--- src/rtl/gpio_cond_pkg.sv ---
// Shared constants and helpers for the GPIO input conditioner.
package gpio_cond_pkg;

    // Depth of the per-pin metastability synchroniser.
    localparam int SYNC_STAGES = 2;

    // Counter width able to hold 0..cycles; never narrower than one bit.
    function automatic int cnt_width(input int cycles);
        return (cycles < 1) ? 1 : $clog2(cycles + 1);
    endfunction

endpackage

--- src/rtl/gpio_pin_debounce.sv ---
// One GPIO pin: two-flop synchroniser, stability counter, debounced level
// and single-cycle rise/fall indications coincident with the level update.
module gpio_pin_debounce
    import gpio_cond_pkg::*;
#(
    parameter int DEBOUNCE_CYCLES = 1000
) (
    input  logic clk,
    input  logic rstn,
    input  logic pin_async,
    output logic level,
    output logic rise,
    output logic fall
);

    localparam int CNT_WIDTH = cnt_width(DEBOUNCE_CYCLES);
    localparam logic [CNT_WIDTH-1:0] CNT_LAST = CNT_WIDTH'(DEBOUNCE_CYCLES - 1);

    logic [SYNC_STAGES-1:0] sync_reg;
    logic [CNT_WIDTH-1:0]   cnt_reg;
    logic                   stable_reg;
    logic                   syn;
    logic                   accept;

    assign syn    = sync_reg[SYNC_STAGES-1];
    // A new level is accepted on the edge where the count reaches its last value.
    assign accept = (syn != stable_reg) && (cnt_reg == CNT_LAST);

    // Plain shift chain: nothing sits between the synchroniser flops.
    always_ff @(posedge clk or negedge rstn) begin
        if (!rstn) begin
            sync_reg <= '0;
        end else begin
            sync_reg <= {sync_reg[SYNC_STAGES-2:0], pin_async};
        end
    end

    // Count consecutive cycles of disagreement; any agreement restarts the count.
    always_ff @(posedge clk or negedge rstn) begin
        if (!rstn) begin
            cnt_reg    <= '0;
            stable_reg <= 1'b0;
        end else if (syn == stable_reg) begin
            cnt_reg    <= '0;
        end else if (cnt_reg == CNT_LAST) begin
            stable_reg <= syn;
            cnt_reg    <= '0;
        end else begin
            cnt_reg    <= cnt_reg + CNT_WIDTH'(1);
        end
    end

    assign level = stable_reg;
    assign rise  = accept & syn;
    assign fall  = accept & ~syn;

endmodule

--- src/rtl/gpio_input_conditioner.sv ---
// GPIO input conditioner: output-enable/data pass-through toward the breakout,
// debounced readback toward the master, sticky per-pin edge flags and a
// single level interrupt.
module gpio_input_conditioner
    import gpio_cond_pkg::*;
#(
    parameter int GPIO_WIDTH      = 16,
    parameter int DEBOUNCE_CYCLES = 1000
) (
    input  logic                  clk,
    input  logic                  rstn,
    input  logic [GPIO_WIDTH-1:0] m_t,
    input  logic [GPIO_WIDTH-1:0] m_o,
    output logic [GPIO_WIDTH-1:0] m_i,
    output logic [GPIO_WIDTH-1:0] s_t,
    output logic [GPIO_WIDTH-1:0] s_o,
    input  logic [GPIO_WIDTH-1:0] s_i,
    input  logic [GPIO_WIDTH-1:0] rise_en,
    input  logic [GPIO_WIDTH-1:0] fall_en,
    input  logic [GPIO_WIDTH-1:0] irq_clr,
    output logic [GPIO_WIDTH-1:0] irq_status,
    output logic                  irq
);

    logic [GPIO_WIDTH-1:0] level;
    logic [GPIO_WIDTH-1:0] rise;
    logic [GPIO_WIDTH-1:0] fall;
    logic [GPIO_WIDTH-1:0] ev;
    logic [GPIO_WIDTH-1:0] irq_status_reg;
    logic                  irq_reg;

    // Direction and output data go straight through; the breakout owns the pads.
    assign s_t = m_t;
    assign s_o = m_o;

    // Every pin is conditioned regardless of direction, so outputs read back.
    for (genvar gi = 0; gi < GPIO_WIDTH; gi++) begin : g_pin
        gpio_pin_debounce #(
            .DEBOUNCE_CYCLES(DEBOUNCE_CYCLES)
        ) u_pin (
            .clk       (clk),
            .rstn      (rstn),
            .pin_async (s_i[gi]),
            .level     (level[gi]),
            .rise      (rise[gi]),
            .fall      (fall[gi])
        );
    end

    assign m_i = level;
    assign ev  = (rise & rise_en) | (fall & fall_en);

    // Sticky flags: a new event beats a simultaneous write-1-to-clear.
    always_ff @(posedge clk or negedge rstn) begin
        if (!rstn) begin
            irq_status_reg <= '0;
        end else begin
            irq_status_reg <= ev | (irq_status_reg & ~irq_clr);
        end
    end

    // Interrupt line trails the flag bank by one cycle.
    always_ff @(posedge clk or negedge rstn) begin
        if (!rstn) begin
            irq_reg <= 1'b0;
        end else begin
            irq_reg <= |irq_status_reg;
        end
    end

    assign irq_status = irq_status_reg;
    assign irq        = irq_reg;

endmodule

--- config.mk ---
export PLATFORM = sky130hd
export DESIGN_NAME = gpio_input_conditioner
export DESIGN_NICKNAME = d
export VERILOG_FILES = /design/src/rtl/gpio_cond_pkg.sv /design/src/rtl/gpio_pin_debounce.sv /design/src/rtl/gpio_input_conditioner.sv
export SDC_FILE = /design/constraint.sdc
export NUM_CORES = 1
export LEC_CHECK = 0
export BUFFER_PORTS_ARGS = -buffer_cell sky130_fd_sc_hd__clkbuf_2
export CAP_MARGIN = 40
export CORE_ASPECT_RATIO = 0.75
export CORE_UTILIZATION = 57
export DETAILED_ROUTE_END_ITERATION = 10
export PLACE_DENSITY = 0.9
export SETUP_SLACK_MARGIN = 0.5
export SLEW_MARGIN = 20
export SYNTH_ARGS = -nofsm -noshare
export SYNTH_HDL_FRONTEND = slang
export SYNTH_SLANG_ARGS = --single-unit
--- constraint.sdc ---
create_clock -name clk -period 2 [get_ports clk]
set_input_delay 0 -clock clk [delete_from_list [all_inputs] [get_ports clk]]
set_output_delay 0 -clock clk [all_outputs]
set_load 0.01 [all_outputs]
==> results of run 1 <==
[repair_timing]
action	CTS	global route
pin swaps	17	48
buffers inserted	38	57
hold buffers	65	7
endpoints found under the setup margin	61	95
endpoints found under the hold margin	257	7
gates resized for setup	34	65
[area by class of cell]
cell class / count / area share [%]
Sequential cell: 225 / 39.9
Multi-Input combinational cell: 693 / 36.7
Timing Repair Buffer: 277 / 14.6
Clock buffer: 32 / 4.58
Tap cell: 247 / 2.18
Inverter: 48 / 1.27
Clock inverter: 7 / 0.812
[per-layer routing]
metal | up-vias | share of wire [%] | wire length (um)
met5 | - | 0 | 0
met4 | 0 | 3.6 | 1050
met3 | 97 | 5.9 | 1760
met2 | 425 | 51 | 15100
met1 | 4706 | 40 | 11800
li1 | 4190 | - | -
[kinds of logic after synthesis]
family                   Yosys count  synth area share (%)
buffers and inverters             96                  4.93
adder cells (fa/ha/maj)           16                  1.83
AO/OA/AOI/OAI                    208                  11.9
multiplexers                      16                  1.64
flip-flops                       225                  51.4
XOR/XNOR                          80                  6.39
AND/OR/NAND/NOR                  373                  22.0
[synth_stat cells, types with 32 or more instances]
| cell | number |
|---|---|
| nand3_1 | 48 |
| nand2_1 | 80 |
| inv_1 | 48 |
| nand4_1 | 33 |
| a21oi_1 | 48 |
| xnor2_1 | 32 |
| a31oi_1 | 32 |
| xor2_1 | 48 |
| o31ai_1 | 32 |
| nor2_1 | 64 |
| buf_4 | 48 |
| o211ai_1 | 32 |
| o21ai_0 | 32 |
| dfrtp_1 | 225 |
| or3_1 | 48 |
| or4_1 | 32 |
[power groups by stage]
| stage | logic, uW | clock network [uW] | registers [uW] |
|---|---|---|---|
| after floorplan | 285 | 0 | 4830 |
| after global placement | 457 | 0 | 4850 |
| after detailed placement | 467 | 0 | 4860 |
| after CTS | 645 | 4430 | 4800 |
| after global routing | 854 | 4640 | 4820 |
| final | 782 | 4400 | 4820 |
[stage by stage]
step / cell area [um^2] / util, % / hold slack, ns
6_report: 14200 / 76.0 / 0.00000393
3_3_place_gp: 11600 / 62.2 / -0.0141
4_1_cts: 13500 / 72.4 / 0.0000686
3_5_place_dp: 11600 / 62.2 / -0.0103
5_1_grt: 14200 / 76.0 / 0.0000166
2_1_floorplan: 11000 / - / -0.296
[placed cells by master, fill, tap and decap left out, drive strengths merged, types with 32 or more instances in the layout]
cell	instances
xnor2	32
o211ai	32
a21oi	48
or4	32
o21ai	32
buf	116
xor2	48
dfrtp	225
a31oi	32
nand2	80
o31ai	32
nand4	33
clkbuf	129
nand3	48
dlygate4sd3	64
nor2	64
or3	64
inv	48
[worst reg2reg max path: stages, from the launching register on]
cell	delay, ns
dfrtp_1	0.46
nand4bb_4	0.26
or3_4	0.45
mux2_2	0.30
[final timing paths]
kind	depth (start not counted)	slack, ns	start	end
worst min register to register	0	0.35	g_pin[11].u_pin.sync_reg[0]$_DFF_PN0_	g_pin[11].u_pin.sync_reg[1]$_DFF_PN0_
max in group asynchronous	3	1.23	rstn	g_pin[5].u_pin.cnt_reg[7]$_DFF_PN0_
worst max-delay path	3	0.41	g_pin[15].u_pin.cnt_reg[3]$_DFF_PN0_	g_pin[15].u_pin.level$_DFFE_PN0P_
worst max register to register	3	0.41	g_pin[15].u_pin.cnt_reg[3]$_DFF_PN0_	g_pin[15].u_pin.level$_DFFE_PN0P_
worst min-delay path	0	0.000004	m_o[0]	s_o[0]
min in group asynchronous	2	0.03	rstn	g_pin[3].u_pin.cnt_reg[6]$_DFF_PN0_
==> results.md, run 1 <==
* Layout cells sized above 1 at 29.7%
* GRT Max-Usage Layer: met2
* Grt met2 use at 46.7%
* Largest cells by area after synthesis: dfrtp_1 51%, nand4bb_4 4.0%, xor2_1 3.8%
* Gpl congestion at 0.855
* Data arrival, critical path at 1.97 ns
* Max reg flops at 160
* DRT iter0 DRCs at 862
* Syn. warnings at 0
* Clk buf depth at 3
* Synthesized area at 11000 um^2
* Worst setup margin at 0.413 ns
* Via count of the first global-routing pass at 8930
* Antenna diodes at 0
* Setup Viol. Count Final at 0
* Max-cap violations at 0
* Die area at 19800 um^2
* CP max FO at 5
* Primary flip-flop cell chosen by synthesis mapping: dfrtp_1
* Placement Setup Slack at 0.393 ns
* Wire per inst at 19.4 um
* Synthesized area per cell at 10.8 um^2
* Status: finished, final reports clean
* Tot GR Track Use at 26.8%
* Startpoint types: register
* IO Pins at 163
* GR Util met1 at 34.3%
* Die Height at 122 um
* Worst-path cell chain: nand4bb_4 -> or3_4 -> mux2_2
* Sequential element share of the synthesized area at 51.4%
* Crit path capture type: register
* WP data required at 2.38 ns
* Core Area at 18700 um^2
* Hold WC Path Type: in -> out
* Lkg Pwr at 0.00574 uW
* Syn nets at 1128
* Top cell type's share of synthesized area at 51.4%
* PD cells at 705 nW/um^2
* Synth Register Bits at 225
* P_int at 7730 uW
* Combinational power share at 7.8%
* NetSw at 2270 uW
* Clock Latency Late Sink at 0.50 ns
* Pin count of the biggest net entering global routing at 65
* Final Non-Filler Cells at 1529
* Dpl cells at 1331
* Clock Tree Root: clkbuf_16
* Hold Vio Cnt, Final at 0
* Port bufs at 98
* H-Tree Level Count at 1
* Crit-path leading delay family: simple AND/OR/NAND/NOR gates
* Routed via count at 9418
* Final Power at 10000 uW
* Peak VDD IR at 676 uV
* WP buf/inv at 0
* # DRC at 0
* CTS clock-pin slew for the worst setup and hold paths at 0.07 ns
* Share of power burned in registers at 48.2%
* Rel. slew slack at 66.6%
* First-pass GRT wire length at 42.8 mm
* Via density at 6.16
* Fin crit share at 79.3%
* Sequential standard cell area at 5660 um^2
* Clk sinks at 225
* Multi-input gate area at 5210 um^2
* Final Slew Violations at 0
* Post-synth cell types at 26
* Cells after Synth at 1014
* Slew @ Worst Pin at 0.498 ns
* # rows at 43
* CP peak stage delay at 0.46 ns
* Fillers at 1096
* Routed Antenna Nets at 0
* First-pass DRT Iterations at 5
* GR Layer Usage met3 at 4.80%
* Clock network power share at 44.0%
* Initial Utilization at 58.7%
* Die W at 162 um
* GRT overflow at 0
* Cell taking the most area after synthesis: dfrtp_1
* CTS tree: done
* Slowest stage cell, crit path: dfrtp_1
* Synth async-reset ratio at 100%
* Hpwl dp at 15.4 mm
* Initial antenna violation count at 0
* Skew final at 0.00988 ns
* Final net count at 1381
* Sum Neg Setup Slack at 0 ns
* Post-synth EDFFs at 0
* WL final at 29.7 mm
* RSZ-0062 raised after global routing: true
* Tmin final at 1.59 ns
* Syn-to-layout area delta at 29.4%
* Num CTS Buffers at 22
* Switch share at 22.7%
* Critical path class: reg -> reg
* Peak Freq at 630 MHz
No activity file was read; power rests on OpenSTA's default activity.
==> inputs of run 2 (changes only) <==
==> constraint.sdc (replaced) <==
create_clock -name clk -period 1.5 [get_ports clk]
set_input_delay 0 -clock clk [delete_from_list [all_inputs] [get_ports clk]]
set_output_delay 0 -clock clk [all_outputs]
set_load 0.01 [all_outputs]
==> results.md, run 2 (same netlist as run 1, synthesis figures left out) <==
* Status: complete, but fails checks
* Failing checks: hold timing, setup timing
* Peak Freq at 465 MHz
* Num CTS Buffers at 23
* Worst hold slack at -0.0586 ns
* Critical path class: reg -> reg
* Routed via count at 12500
* Final core utilization at 93.8%
* Dpl cells at 1370
* Pin count of the biggest net entering global routing at 55
* Lkg Pwr at 0.00694 uW
* Highest routed layer: met5
* Startpoint types: register
* Combinational power share at 12.1%
* First-pass DRT Iterations at 7
* DR WL met3 at 7.31 mm
* Clock network power share at 42.0%
* Die Height at 122 um
* IO Pins at 163
* Die area at 19800 um^2
* Most frequent cells in the layout: 178 x buf_4, 175 x dfrtp_1, 119 x buf_6
* Hpwl dp at 16.7 mm
* Setup Viol. Count Final at 108
* NetSw at 3910 uW
* Final Power at 14100 uW
* Area after DPL at 12100 um^2
* Max-cap violations at 0
* CTS clock-pin slew for the worst setup and hold paths at 0.08 ns
* Tmin final at 2.15 ns
* Data arrival, critical path at 2.53 ns
* First-pass GRT wire length at 58.5 mm
* Final net count at 1557
* Worst r2r path cells at 6
* Clock Tree Root: clkbuf_16
* Fin crit share at 143%
* Wire per inst at 32.0 um
* Crit path capture type: register
* Rel. slew slack at 37.5%
* Initial Utilization at 58.7%
* PD cells at 807 nW/um^2
* Core Area at 18700 um^2
* Final Non-Filler Cells at 1706
* Worst setup margin at -0.652 ns
* # rows at 43
* DRT iter0 DRCs at 1894
* CTS tree: done
* Port bufs at 98
* Final Slew Violations at 0
* Routed Antenna Nets at 0
* Initial antenna violation count at 7
* Via density at 7.35
* WP data required at 1.88 ns
* Most common cell after layout, fill and taps aside: buf_4
* Peak VDD IR at 1160 uV
* CP max FO at 6
* Via count of the first global-routing pass at 11100
* Switch share at 27.7%
* Die W at 162 um
* P_int at 10200 uW
* Gpl congestion at 0.867
* WL final at 54.6 mm
* Layout cells sized above 1 at 53.2%
* GRT overflow at 0
* Final instance area at 17500 um^2
* M1 wire length at 16.4 mm
* Tot GR Track Use at 38.2%
* # DRC at 0
* Clk buf depth at 3
* H-Tree Level Count at 1
* Clock Latency Late Sink at 0.56 ns
* Slew @ Worst Pin at 0.934 ns
* Syn-to-layout area delta at 59.7%
* Skew final at 0.0348 ns
* Max reg flops at 160
* Share of power burned in registers at 46.0%
* Hold Vio Cnt, Final at 30
* RSZ-0062 raised after global routing: true
* Hold WC Path Type: in -> async
* Clk sinks at 225
* Met2 wire len at 23.9 mm
[run 2: layer usage]
layer  vias up  global-route usage, %
li1       4557                      -
met1      5879                   42.7
met2      1424                   67.4
met3       676                   7.29
met4         8                   24.5
met5         -                      0
[run 2: final timing paths]
check / from / end / slack (ns)
min in group clk: m_o[8] / s_o[8] / 0
setup / recovery: g_pin[13].u_pin.cnt_reg[0]$_DFF_PN0_ / g_pin[13].u_pin.cnt_reg[3]$_DFF_PN0_ / -0.65
hold / removal: rstn / g_pin[1].u_pin.cnt_reg[2]$_DFF_PN0_ / -0.06
max in group asynchronous: rstn / g_pin[1].u_pin.level$_DFFE_PN0P_ / 0.48
hold reg to reg: g_pin[12].u_pin.sync_reg[0]$_DFF_PN0_ / g_pin[12].u_pin.sync_reg[1]$_DFF_PN0_ / 0.35
setup reg to reg: g_pin[13].u_pin.cnt_reg[0]$_DFF_PN0_ / g_pin[13].u_pin.cnt_reg[3]$_DFF_PN0_ / -0.65
[run 2: area by class of cell]
class	count	area [um^2]
Antenna cell	6	15.0
Clock buffer	31	636
Clock inverter	4	52.6
Fill cell	438	1160
Inverter	48	180
Multi-Input combinational cell	693	6740
Sequential cell	225	5690
Tap cell	247	309
Timing Repair Buffer	452	3880
[run 2: repair_timing]
action,CTS,global route
pin swaps,100,98
buffers inserted,138,90
gates resized for setup,211,296
gates cloned,0,0
hold endpoints to repair,257,2
setup endpoints to repair,223,226
hold buffers,65,2
[run 2: through the flow]
| stage | setup TNS, ns | setup WS, ns |
|---|---|---|
| CTS | 0 | 0.00316 |
| finish | -10.44 | -0.652 |
| global route | -14.00 | -0.561 |
| floorplan | 0 | 0.0625 |
| global placement | 0 | 0.0394 |
| detailed placement | -0.0883 | -0.0274 |
[run 2: power by group through the flow]
stage | clock network, uW | registers (uW) | logic [uW]
6_report | 5930 | 6490 | 1700
3_5_place_dp | 0 | 6510 | 748
5_1_grt | 6080 | 6500 | 1750
4_1_cts | 5490 | 6410 | 1200
3_3_place_gp | 0 | 6500 | 732
2_1_floorplan | 0 | 6480 | 450
[run 2: worst max-delay path, stage by stage, from the launching register on]
cell,delay [ns]
dfrtp_2,0.50
buf_6,0.15
buf_6,0.11
nand3_4,0.12
buf_4,0.14
xor2_1,0.73
nor2_1,0.23
